[config.mk]
export PLATFORM = sky130hd
export DESIGN_NAME = timer_ctrl
export DESIGN_NICKNAME = d
export VERILOG_FILES = /design/src/rtl/timer_pkg.sv /design/src/rtl/tmr_cnt.sv /design/src/rtl/timer_ctrl.sv
export SDC_FILE = /design/constraint.sdc
export NUM_CORES = 1
export LEC_CHECK = 0
export ABC_AREA = 1
export ABC_CLOCK_PERIOD_IN_PS = 1550
export BUFFER_PORTS_ARGS = -buffer_cell sky130_fd_sc_hd__buf_2
export CORE_ASPECT_RATIO = 0.7
export CORE_MARGIN = 4
export CORE_UTILIZATION = 53
export DETAILED_ROUTE_END_ITERATION = 10
export PLACE_DENSITY = 0.76
export SLEW_MARGIN = 25
export SYNTH_ARGS = -nofsm -noshare
export SYNTH_HDL_FRONTEND = slang
export SYNTH_SLANG_ARGS = --single-unit
[constraint.sdc]
create_clock -name clk_i -period 1.55 [get_ports clk_i]
set_input_delay 0.155 -clock clk_i [delete_from_list [all_inputs] [get_ports clk_i]]
set_output_delay 0.155 -clock clk_i [all_outputs]
set_load 0.01 [all_outputs]
[src/rtl/timer_pkg.sv]
// Shared types for the timer block: FSM state encoding and mode constants.
// Latency: n/a (types only).
// Backpressure: n/a.
package timer_pkg;

  typedef enum logic [1:0] {
    ST_IDLE = 2'd0,
    ST_RUN  = 2'd1,
    ST_DONE = 2'd2
  } state_t;

  localparam logic MODE_ONESHOT  = 1'b0;
  localparam logic MODE_PERIODIC = 1'b1;

endpackage

[src/rtl/tmr_cnt.sv]
// Wrapping up-counter with enable, synchronous clear and terminal compare.
// Latency: count updates one cycle after an enabled edge; at_term is combinational on cnt.
// Backpressure: none; the enable input is the only hold mechanism.
//
// Ports:
//   clk, rst      clock and synchronous active-high reset
//   clr           synchronous clear (wins over enable)
//   en            advance the count this cycle
//   term          terminal count; the counter wraps to 0 after reaching it
//   cnt           registered count
//   at_term       high while cnt equals term
module tmr_cnt #(
  parameter int CNT_WIDTH = 8
) (
  input  logic                 clk,
  input  logic                 rst,
  input  logic                 clr,
  input  logic                 en,
  input  logic [CNT_WIDTH-1:0] term,
  output logic [CNT_WIDTH-1:0] cnt,
  output logic                 at_term
);

  assign at_term = (cnt == term);

  // Explicit wrap at term, so an all-ones term never relies on carry-out.
  always_ff @(posedge clk) begin
    if (rst || clr) begin
      cnt <= '0;
    end else if (en) begin
      cnt <= at_term ? '0 : cnt + CNT_WIDTH'(1);
    end
  end

endmodule

[src/rtl/timer_ctrl.sv]
// One-shot / periodic timer: IDLE -> RUN -> (DONE | wrap) with start, stop and reject handling.
// Latency: all outputs registered; start at cycle 0 gives cnt_o=0 at cycle 1, first tick at P+2.
// Backpressure: none; start_i/stop_i are level inputs sampled every cycle.
//
// Optional feature macro: TIMER_PRESCALE_EN adds the PRE_WIDTH parameter, the prescale_i
// port and a divider that enables counting once every D+1 clocks.
//
// Ports:
//   clk_i, rst_i          clock, synchronous active-high reset
//   start_i, stop_i       arm/restart, abort (stop wins)
//   mode_i, period_i      one-shot(0)/periodic(1) and terminal count, latched on start
//   prescale_i            divider D, latched on start (prescale build only)
//   cnt_o                 current count
//   busy_o, done_o        state levels for RUN and DONE
//   tick_o, err_o         single-cycle pulses: terminal wrap, rejected start
module timer_ctrl
  import timer_pkg::*;
#(
  parameter int CNT_WIDTH = 8
`ifdef TIMER_PRESCALE_EN
  ,
  parameter int PRE_WIDTH = 4
`endif
) (
  input  logic                 clk_i,
  input  logic                 rst_i,
  input  logic                 start_i,
  input  logic                 stop_i,
  input  logic                 mode_i,
  input  logic [CNT_WIDTH-1:0] period_i,
`ifdef TIMER_PRESCALE_EN
  input  logic [PRE_WIDTH-1:0] prescale_i,
`endif
  output logic [CNT_WIDTH-1:0] cnt_o,
  output logic                 busy_o,
  output logic                 tick_o,
  output logic                 done_o,
  output logic                 err_o
);

  state_t               state, state_nxt;
  logic [CNT_WIDTH-1:0] period_q;
  logic                 mode_q;
  logic                 tick_q, tick_nxt;
  logic                 err_q, err_nxt;
  logic                 start_ok;
  logic                 cnt_clr, cnt_en;
  logic                 pre_en;
  logic                 at_term;
  logic [CNT_WIDTH-1:0] cnt;

  // A start with a zero period is rejected outright.
  assign start_ok = start_i && (period_i != '0);

`ifdef TIMER_PRESCALE_EN
  logic [PRE_WIDTH-1:0] pre_div_q;
  logic [PRE_WIDTH-1:0] pre_q;

  // Divider runs 0..D in RUN; the count advances on the cycle it sits at D.
  assign pre_en = (pre_q == pre_div_q);

  always_ff @(posedge clk_i) begin
    if (rst_i || stop_i || start_ok) begin
      pre_q <= '0;
    end else if (state == ST_RUN) begin
      pre_q <= pre_en ? '0 : pre_q + PRE_WIDTH'(1);
    end
  end

  always_ff @(posedge clk_i) begin
    if (rst_i) begin
      pre_div_q <= '0;
    end else if (!stop_i && start_ok) begin
      pre_div_q <= prescale_i;
    end
  end
`else
  assign pre_en = 1'b1;
`endif

  always_ff @(posedge clk_i) begin
    if (rst_i) begin
      period_q <= '0;
      mode_q   <= MODE_ONESHOT;
    end else if (!stop_i && start_ok) begin
      period_q <= period_i;
      mode_q   <= mode_i;
    end
  end

  // Priority: stop > accepted start > (rejected start flag + normal counting).
  always_comb begin
    state_nxt = state;
    cnt_clr   = 1'b0;
    cnt_en    = 1'b0;
    tick_nxt  = 1'b0;
    err_nxt   = 1'b0;
    if (stop_i) begin
      state_nxt = ST_IDLE;
      cnt_clr   = 1'b1;
    end else if (start_ok) begin
      state_nxt = ST_RUN;
      cnt_clr   = 1'b1;
    end else begin
      err_nxt = start_i;
      if (state == ST_RUN) begin
        cnt_en = pre_en;
        if (pre_en && at_term) begin
          tick_nxt = 1'b1;
          if (mode_q != MODE_PERIODIC) begin
            state_nxt = ST_DONE;
          end
        end
      end
    end
  end

  always_ff @(posedge clk_i) begin
    if (rst_i) begin
      state  <= ST_IDLE;
      tick_q <= 1'b0;
      err_q  <= 1'b0;
    end else begin
      state  <= state_nxt;
      tick_q <= tick_nxt;
      err_q  <= err_nxt;
    end
  end

  tmr_cnt #(
    .CNT_WIDTH(CNT_WIDTH)
  ) u_cnt (
    .clk    (clk_i),
    .rst    (rst_i),
    .clr    (cnt_clr),
    .en     (cnt_en),
    .term   (period_q),
    .cnt    (cnt),
    .at_term(at_term)
  );

  assign cnt_o  = cnt;
  assign busy_o = (state == ST_RUN);
  assign done_o = (state == ST_DONE);
  assign tick_o = tick_q;
  assign err_o  = err_q;

endmodule

==> results of run 1 <==
report_power, final:
part           switching [mW]  internal, mW  total [mW]
sequential             0.0114         0.557       0.569
clock                   0.175         0.101       0.276
combinational          0.0897        0.0554       0.145
routing by layer:
metal,routed length [um],up-vias,GRT usage [%]
li1,-,624,-
met1,1305,527,24.00
met2,1329,43,35.25
met3,179,2,5.164
met4,14,0,4.622
met5,0,-,0
final timing paths:
path,startpoint,end,slack (ns)
max,u_cnt.cnt[3],u_cnt.cnt[0],0.13
min,start_i,err_o,0.05
max reg2reg,u_cnt.cnt[3],u_cnt.cnt[0],0.13
min reg2reg,mode_q,mode_q,0.48
Yosys cell counts, types with 3 or more instances:
cell type	n	area, sq um
nand3_1	10	50.05
inv_1	29	108.9
dfxtp_1	21	420.4
nor2_4	3	33.78
a21oi_1	10	50.05
nand4_1	3	18.77
nor2_1	17	63.81
o21ai_0	9	45.04
nor2_2	6	37.54
nand2_1	61	229.0
stage by stage:
| stage | setup slack, ns | cell area [sq um] |
|---|---|---|
| after global routing | 0.04697 | 1369 |
| final | 0.1283 | 1369 |
| after floorplan | 0.2488 | 1176 |
| after detailed placement | 0.1461 | 1326 |
| after CTS | 0.1313 | 1353 |
| after global placement | 0.1548 | 1326 |
worst min-delay path, cell delays in order:
cell     delay [ns]
buf_2          0.10
nand2_1        0.05
inv_1          0.04
flip-flops by register name (all words and copies together), names as in the netlist:
name       cells
state          2
mode_q         1
tick_o         1
u_cnt.cnt      8
period_q       8
err_o          1
area by class of cell:
class                      instances  area, sq um  share of cell area, %
tap                               30        37.54                  2.742
clock buffer                       4        26.28                  1.920
inverter                          31        116.4                  8.501
timing repair buffer              27        145.1                  10.60
sequential                        21        421.7                  30.80
multi-input combinational        130        621.8                  45.43
cell families (layout without fill, tap and decap cells):
kind of cell,after synthesis,after routing
AO/OA/AOI/OAI,22,22
flip-flops,21,21
buffers and inverters,33,62
XOR/XNOR,1,1
adder cells (fa/ha/maj),1,1
AND/OR/NAND/NOR,106,106
timing repair:
item | CTS | global route
hold endpoints to repair | 0 | 1
setup endpoints to repair | 0 | 1
resized for setup | 0 | 2
hold buffers | 0 | 1
==> flow_summary.ini, run 1 <==
[status]
status = finished clean

[critical_path]
cp_max_fo = 6
worstPathArrival_ns = 1.66
cp_data_required_time_ns = 1.79
cp_slowest_cell = dfxtp_1
critPathLaunchType = register
critPathMaxStageDelay_ns = 0.47
path_class = register to register
crit_path_frequent_cell = nand2_1
path_cells = inv_1, nand2_1, nand2_1, nand2_1, inv_1, nand2_1, nor2_1, nand2_1, nand2_4, a21oi_2
crit_buf_inv = 2
cp.depth = 10
crit_family = simple AND/OR/NAND/NOR gates
endpoint_kind = register
reg2reg_depth = 10

[synth]
synth-edff-count = 0
synth_top_family_by_area = simple AND/OR/NAND/NOR gates
synth_xor_area_share_pct = 0.7447
synth_compound_area_share_pct = 10.00
async_flop_share_pct = 0
yosysSeqAreaShare_pct = 35.74
netlist_instances = 184
postSynthAreaPerCell_sq_um = 6.392
synth_nets = 198
synth_cell_types = 20
yosysWarnings = 0
synth_area_sq_mm = 0.001176
synthMuxAreaShare_pct = 0
ys_seq_elements = 21
synth-adder-area-share_pct = 1.064
synth_ff_type = dfxtp_1
synth-simple-area-share_pct = 40.64

[clock_tree]
h-tree-depth = 1
clkLatencyLatePin_ns = 0.31
cts_tree = done
cts_buffer_depth = 2
cts_buffers = 3
cts_sinks = 21
postCtsSetupRepairBufs = 0
cts.reportedPaths.clkPinSlew_ns = 0.12
cts-root-buf = clkbuf_4

[place]
hpwlAfterDp_um = 2236
routabilityCongestion = 0.8252
portBuffers = 24
dp.cells = 238

[power_and_ir_drop]
ir_drop_v = 0.0005304
fin_total_pwr_mw = 0.9896
powerDensity_mw_per_mm2 = 722.9
p_leak_nw = 0.6656

[timing]
rsz0062_at_grt = no
finalHoldViolations = 0
fin_crit_ns = 1.422
tightest_slew_ns = 0.5640
finalSetupViolCount = 0
whs_ns = 0.05359
slew_headroom_pct = 62.00
skew_ns = 0.006386
fin_crit_sh_pct = 91.72
fmax_mhz = 703.4
fin_tns_setup_ns = 0
slew_viol_final = 0

[drt]
post_drt_wl_per_cell_um = 11.64
drt_iter0_markers = 48
ant_nets = 0
wirelength_um = 2828
vias = 1196
drt_pass1_iterations = 4
drc = 0
vias_per_cell = 4.922

[floorplan]
die_x_um = 64.31
rows = 13
core_area_sq_mm = 0.001984
die_area_sq_mm = 0.003049
dieHeight_um = 47.42
num_io_pins = 25
initial_utilization_pct = 59.27

[final_layout]
fill_cells = 194
drive_gt1_share_pct = 22.07
antenna_cells = 0
fin_util_pct = 68.98
fin_nets = 228
mostFrequentLayoutCell = nand2_1
mostFrequentLayoutCells = nand2_1 (61), inv_1 (29), buf_2 (24)
final_cells = 243
area_delta_synth_final_pct = 16.38

[global_routing]
grtUsageTotal_pct = 19.47
grt_pass1_vias = 1077
grt-ovfl-total = 0
grt_first_pass_wirelength_um = 4533
grt_max_degree = 18
antenna_found_initial = 0

[min_path]
min_path_type = primary input to register
whs_path_depth = 3

[flow_run]
drv_cap = 0
(Power assumes the default switching activity.)
==> inputs of run 2 (changes only) <==
Settings changed: ABC_CLOCK_PERIOD_IN_PS 1550 to 1500.
Clock period 1.55 ns to 1.5 ns, I/O delays scaled along.
==> run 2 against run 1 <==
  * Die area did not move
  * Utilization rose by 0.19 points
  * Register-to-register slack barely moved
  * Largest power group unchanged
==> flow_summary.ini, run 2 (synthesized netlist as in run 1, its figures left out) <==
[power_and_ir_drop]
ir_drop_v = 0.0005029
combPwrFrac_pct = 14.5
swShare_pct = 28.32
power.internal_mw = 0.7374
switchingPower_mw = 0.2913
p_leak_nw = 0.6672
p_clk_share_pct = 28.4
powerDensity_mw_per_mm2 = 749.4
fin_total_pwr_mw = 1.029
p_seq_share_pct = 57.1

[final_layout]
final_cells = 243
drive_gt1_share_pct = 23.47
fin_util_pct = 69.17
top_regs = period_q: 8 flops, u_cnt.cnt: 8 flops, state: 2 flops
mostFrequentLayoutCells = nand2_1 (61), inv_1 (29), buf_2 (24)
area_delta_synth_final_pct = 16.70
fin_nets = 228
fin_area_sq_mm = 0.001373
mostFrequentLayoutCell = nand2_1
fill_cells = 183
antenna_cells = 0

[timing]
slew_headroom_pct = 66.79
layout_setup_ws_ns = 0.1159
whs_ns = 0.03594
slew_viol_final = 0
fmax_mhz = 722.5
fin_crit_ns = 1.384
tightest_slew_ns = 0.4929
finalHoldViolations = 0
rsz0062_at_grt = no
skew_ns = 0.001028
finalSetupViolCount = 0
fin_crit_sh_pct = 92.27
fin_tns_setup_ns = 0

[critical_path]
endpoint_kind = register
crit_buf_inv = 1
rrSetupSlack_ns = 0.12
cp_slowest_cell = dfxtp_1
cp.depth = 9
path_class = register to register
cp_max_fo = 6
r2r-start = u_cnt.cnt[4]
crit_path_frequent_cell = nand2_1
critPathMaxStageDelay_ns = 0.45
crit_family = simple AND/OR/NAND/NOR gates
reg2reg_depth = 9
path_cells = inv_2, nand2_1, nand2_1, nor2_1, nand2_1, nor2_1, nand2_1, nand2_4, nor2_1
worstPathArrival_ns = 1.60
rr_endpoint = u_cnt.cnt[1]
cp_data_required_time_ns = 1.72
critPathLaunchType = register

[global_routing]
antenna_found_initial = 0
grtUsageTotal_pct = 20.69
grt_use_met1_pct = 26.22
grt_pass1_vias = 1063
grt_max_degree = 18
met3_usage_pct = 5.634
grt_util_met2_pct = 34.02
grt-ovfl-total = 0
grt_first_pass_wirelength_um = 4650
grt_busiest_layer = met2

[place]
portBuffers = 24
dpl_cell_area_sq_mm = 0.001326
dp_slack_ns = 0.08883
routabilityCongestion = 0.8038
hpwlAfterDp_um = 2142
dp.cells = 238

[clock_tree]
clkLatencyLatePin_ns = 0.32
cts_buffer_depth = 2
cts_tree = done
cts-root-buf = clkbuf_4
cts.reportedPaths.clkPinSlew_ns = 0.12
cts_sinks = 21
cts_buffers = 3
h-tree-depth = 1

[floorplan]
dieHeight_um = 47.42
die_area_sq_mm = 0.003049
die_x_um = 64.31
num_io_pins = 25
core_area_sq_mm = 0.001984
rows = 13
initial_utilization_pct = 59.27

[drt]
vias_per_cell = 4.951
drt_pass1_iterations = 4
ant_nets = 0
drt_iter0_markers = 61
post_drt_wl_per_cell_um = 11.63
vias = 1203
wirelength_um = 2825
drc = 0

[min_path]
hp-start = start_i
holdPathEnd = err_o
min_path_type = primary input to register
whs_path_depth = 3

[status]
status = finished clean

[flow_run]
drv_cap = 0
run 2: worst register-to-register path, stage by stage, from the launching register on:
cell,delay (ns)
dfxtp_1,0.45
inv_2,0.10
nand2_1,0.08
nand2_1,0.05
nor2_1,0.09
nand2_1,0.06
nor2_1,0.10
nand2_1,0.14
nand2_4,0.15
nor2_1,0.07
run 2: final cells by class:
| cell class | count | area [sq um] | share of cell area [%] |
|---|---|---|---|
| clock buffers | 4 | 26.28 | 1.914 |
| inverters | 31 | 116.4 | 8.478 |
| multi-input cells | 130 | 621.8 | 45.31 |
| flip-flops and latches | 21 | 425.4 | 30.99 |
| well taps | 30 | 37.54 | 2.735 |
| repair buffers | 27 | 145.1 | 10.57 |
run 2: worst max path at each step:
stage	slack, ns	from	end
4_1_cts	0.06	u_cnt.cnt[0]	u_cnt.cnt[6]
3_5_place_dp	0.09	u_cnt.cnt[0]	u_cnt.cnt[6]
2_1_floorplan	0.20	u_cnt.cnt[0]	u_cnt.cnt[6]
6_report	0.12	u_cnt.cnt[4]	u_cnt.cnt[1]
5_1_grt	0.006	u_cnt.cnt[5]	u_cnt.cnt[1]
3_3_place_gp	0.10	u_cnt.cnt[0]	u_cnt.cnt[6]
run 2: metal layers:
layer / routed length, um / vias up / part of all wire (%)
met2: 1300 / 34 / 46
met3: 244 / 6 / 8.6
met5: 0 / - / 0
met1: 1234 / 538 / 44
li1: - / 625 / -
met4: 46 / 0 / 1.6
run 2: power groups by stage:
stage,sequential (mW),combinational (mW),clock (mW)
final,0.587,0.149,0.293
after global routing,0.590,0.169,0.327
after CTS,0.587,0.148,0.295
after detailed placement,0.600,0.145,0
after global placement,0.599,0.143,0
after floorplan,0.598,0.100,0
run 2: timing repair:
action,4_1_cts,5_1_grt
endpoints found under the setup margin,0,7
endpoints found under the hold margin,1,0
buffers inserted,0,0
gates resized for setup,0,5
hold buffers,1,0
==> inputs of run 3 (changes only) <==
Settings changed: REMOVE_ABC_BUFFERS set to 1.
==> run 3 against run 2 <==
  * First-iteration DRC count shrank 38%
  * Utilization shrank 0.69 points
  * Sequential power is essentially flat
  * Clock-buffer cell count is the same
  * Die area is the same
  * Final cell count shrank 0.41%
  * Sequential cell count is the same
  * Global-route usage shrank 1.9 points
  * Clock skew grew 0.0015 ns
  * Via count shrank 3.0%
  * Combinational power shrank 3%
  * Largest cell class unchanged
==> flow_summary.ini, run 3 (synthesized netlist as in run 1, its figures left out) <==
[flow_run]
drv_cap = 0

[floorplan]
rows = 13
die_x_um = 64.31
dieHeight_um = 47.42
core_area_sq_mm = 0.001984
die_area_sq_mm = 0.003049
num_io_pins = 25
initial_utilization_pct = 59.27

[clock_tree]
h-tree-depth = 1
cts_buffers = 3
cts-root-buf = clkbuf_4
cts.reportedPaths.clkPinSlew_ns = 0.11
cts_buffer_depth = 2
clkLatencyLatePin_ns = 0.30
postCtsSetupRepairBufs = 0
cts_tree = done
cts_sinks = 21

[critical_path]
endpoint_kind = register
critPathLaunchType = register
rrSetupSlack_ns = 0.13
cp_max_fo = 6
critPathMaxStageDelay_ns = 0.43
rr_endpoint = u_cnt.cnt[1]
cp_slowest_cell = dfxtp_1
startpoint = u_cnt.cnt[5]
crit_path_frequent_cell = nand2_1
reg2reg_depth = 9
path_cells = inv_1, nand2_1, nand2_1, nor2_1, nand2_1, nor2_1, nand2_1, nand2_4, nor2_1
cp_data_required_time_ns = 1.70
path_class = register to register
worstPathArrival_ns = 1.57
r2r-start = u_cnt.cnt[5]
endpoint = u_cnt.cnt[1]

[drt]
post_drt_wl_per_cell_um = 10.75
drt_pass1_iterations = 4
vias = 1167
drc = 0
wirelength_um = 2601
vias_per_cell = 4.822
ant_nets = 0
drt_iter0_markers = 38

[place]
routabilityCongestion = 0.8392
portBuffers = 24
hpwlAfterDp_um = 2086

[power_and_ir_drop]
fin_total_pwr_mw = 1.002
ir_drop_v = 0.0004343
powerDensity_mw_per_mm2 = 737.6
p_leak_nw = 0.6635

[timing]
slew_viol_final = 0
fin_crit_ns = 1.367
tightest_slew_ns = 0.4870
finalSetupViolCount = 0
fmax_mhz = 731.4
rsz0062_at_grt = no
skew_ns = 0.002574
finalHoldViolations = 0
slew_headroom_pct = 67.19
fin_tns_setup_ns = 0
fin_crit_sh_pct = 91.15

[final_layout]
mostFrequentLayoutCell = nand2_1
fin_nets = 227
top_regs = period_q: 8 flops, u_cnt.cnt: 8 flops, state: 2 flops
drive_gt1_share_pct = 23.58
antenna_cells = 0
area_delta_synth_final_pct = 15.53
mostFrequentLayoutCells = nand2_1 (61), inv_1 (29), buf_2 (24)

[global_routing]
grt_first_pass_wirelength_um = 4257
grt_max_degree = 18
grt_pass1_vias = 958
antenna_found_initial = 0
grt-ovfl-total = 0
grtUsageTotal_pct = 18.76

[status]
status = finished clean

[min_path]
min_path_type = primary input to register
whs_path_depth = 2
run 3: changes by cell type in the layout (fill, tap and decap cells not counted):
cell,previous run,this run
dfxtp_2,4,5
nor3_2,1,0
dlygate4sd3_1,1,0
nor3_1,1,2
dfxtp_1,17,16
run 3: what timing repair did:
item / CTS / global route
endpoints found under the hold margin: 0 / 0
endpoints found under the setup margin: 0 / 7
hold buffers: 0 / 0
resized for setup: 0 / 5
run 3: routing by layer:
layer | GRT usage, % | part of all wire, %
met3 | 6.808 | 7.5
met1 | 25.07 | 48
met4 | 3.782 | 0.50
met5 | 0 | 0
met2 | 29.92 | 44
run 3: per-stage QoR:
step           instance area (sq um)  util (%)  hold WS [ns]  instances  setup slack [ns]
2_1_floorplan                   1154         -        0.2191        182            0.1988
3_3_place_gp                    1326     66.83        0.3494        238            0.1169
3_5_place_dp                    1326     66.83        0.3537        238            0.1057
4_1_cts                         1353     68.16       0.02528        242           0.06877
5_1_grt                         1359     68.47       0.02904        242           0.02433
6_report                        1359     68.47       0.03141        242            0.1328
run 3: final cells by class:
type / count / area (sq um)
clock buffer: 4 / 26.28
fill: 195 / 625.6
inverter: 31 / 116.4
multi-input combinational: 130 / 616.8
sequential: 21 / 426.7
tap: 30 / 37.54
timing repair buffer: 26 / 135.1
run 3: worst max-delay path, delay by kind of cell (launching register included):
family	cells	cell delay (ns)
buffers and inverters	1	0.11
DFF	1	0.43
and+or+nand+nor	8	0.75
run 3: how the worst min path moves through the flow:
stage / from / endpoint / slack (ns)
2_1_floorplan: rst_i / mode_q / 0.22
3_3_place_gp: rst_i / mode_q / 0.35
3_5_place_dp: rst_i / mode_q / 0.35
4_1_cts: rst_i / mode_q / 0.03
5_1_grt: rst_i / mode_q / 0.03
6_report: rst_i / mode_q / 0.03
run 3: where the power goes:
part | switching [mW] | leakage [nW] | internal (mW) | total (mW)
sequential | 0.0108 | 0.174 | 0.576 | 0.587
combinational | 0.0898 | 0.475 | 0.0556 | 0.145
clock | 0.167 | 0.0150 | 0.104 | 0.270
total | 0.267 | 0.663 | 0.735 | 1.00
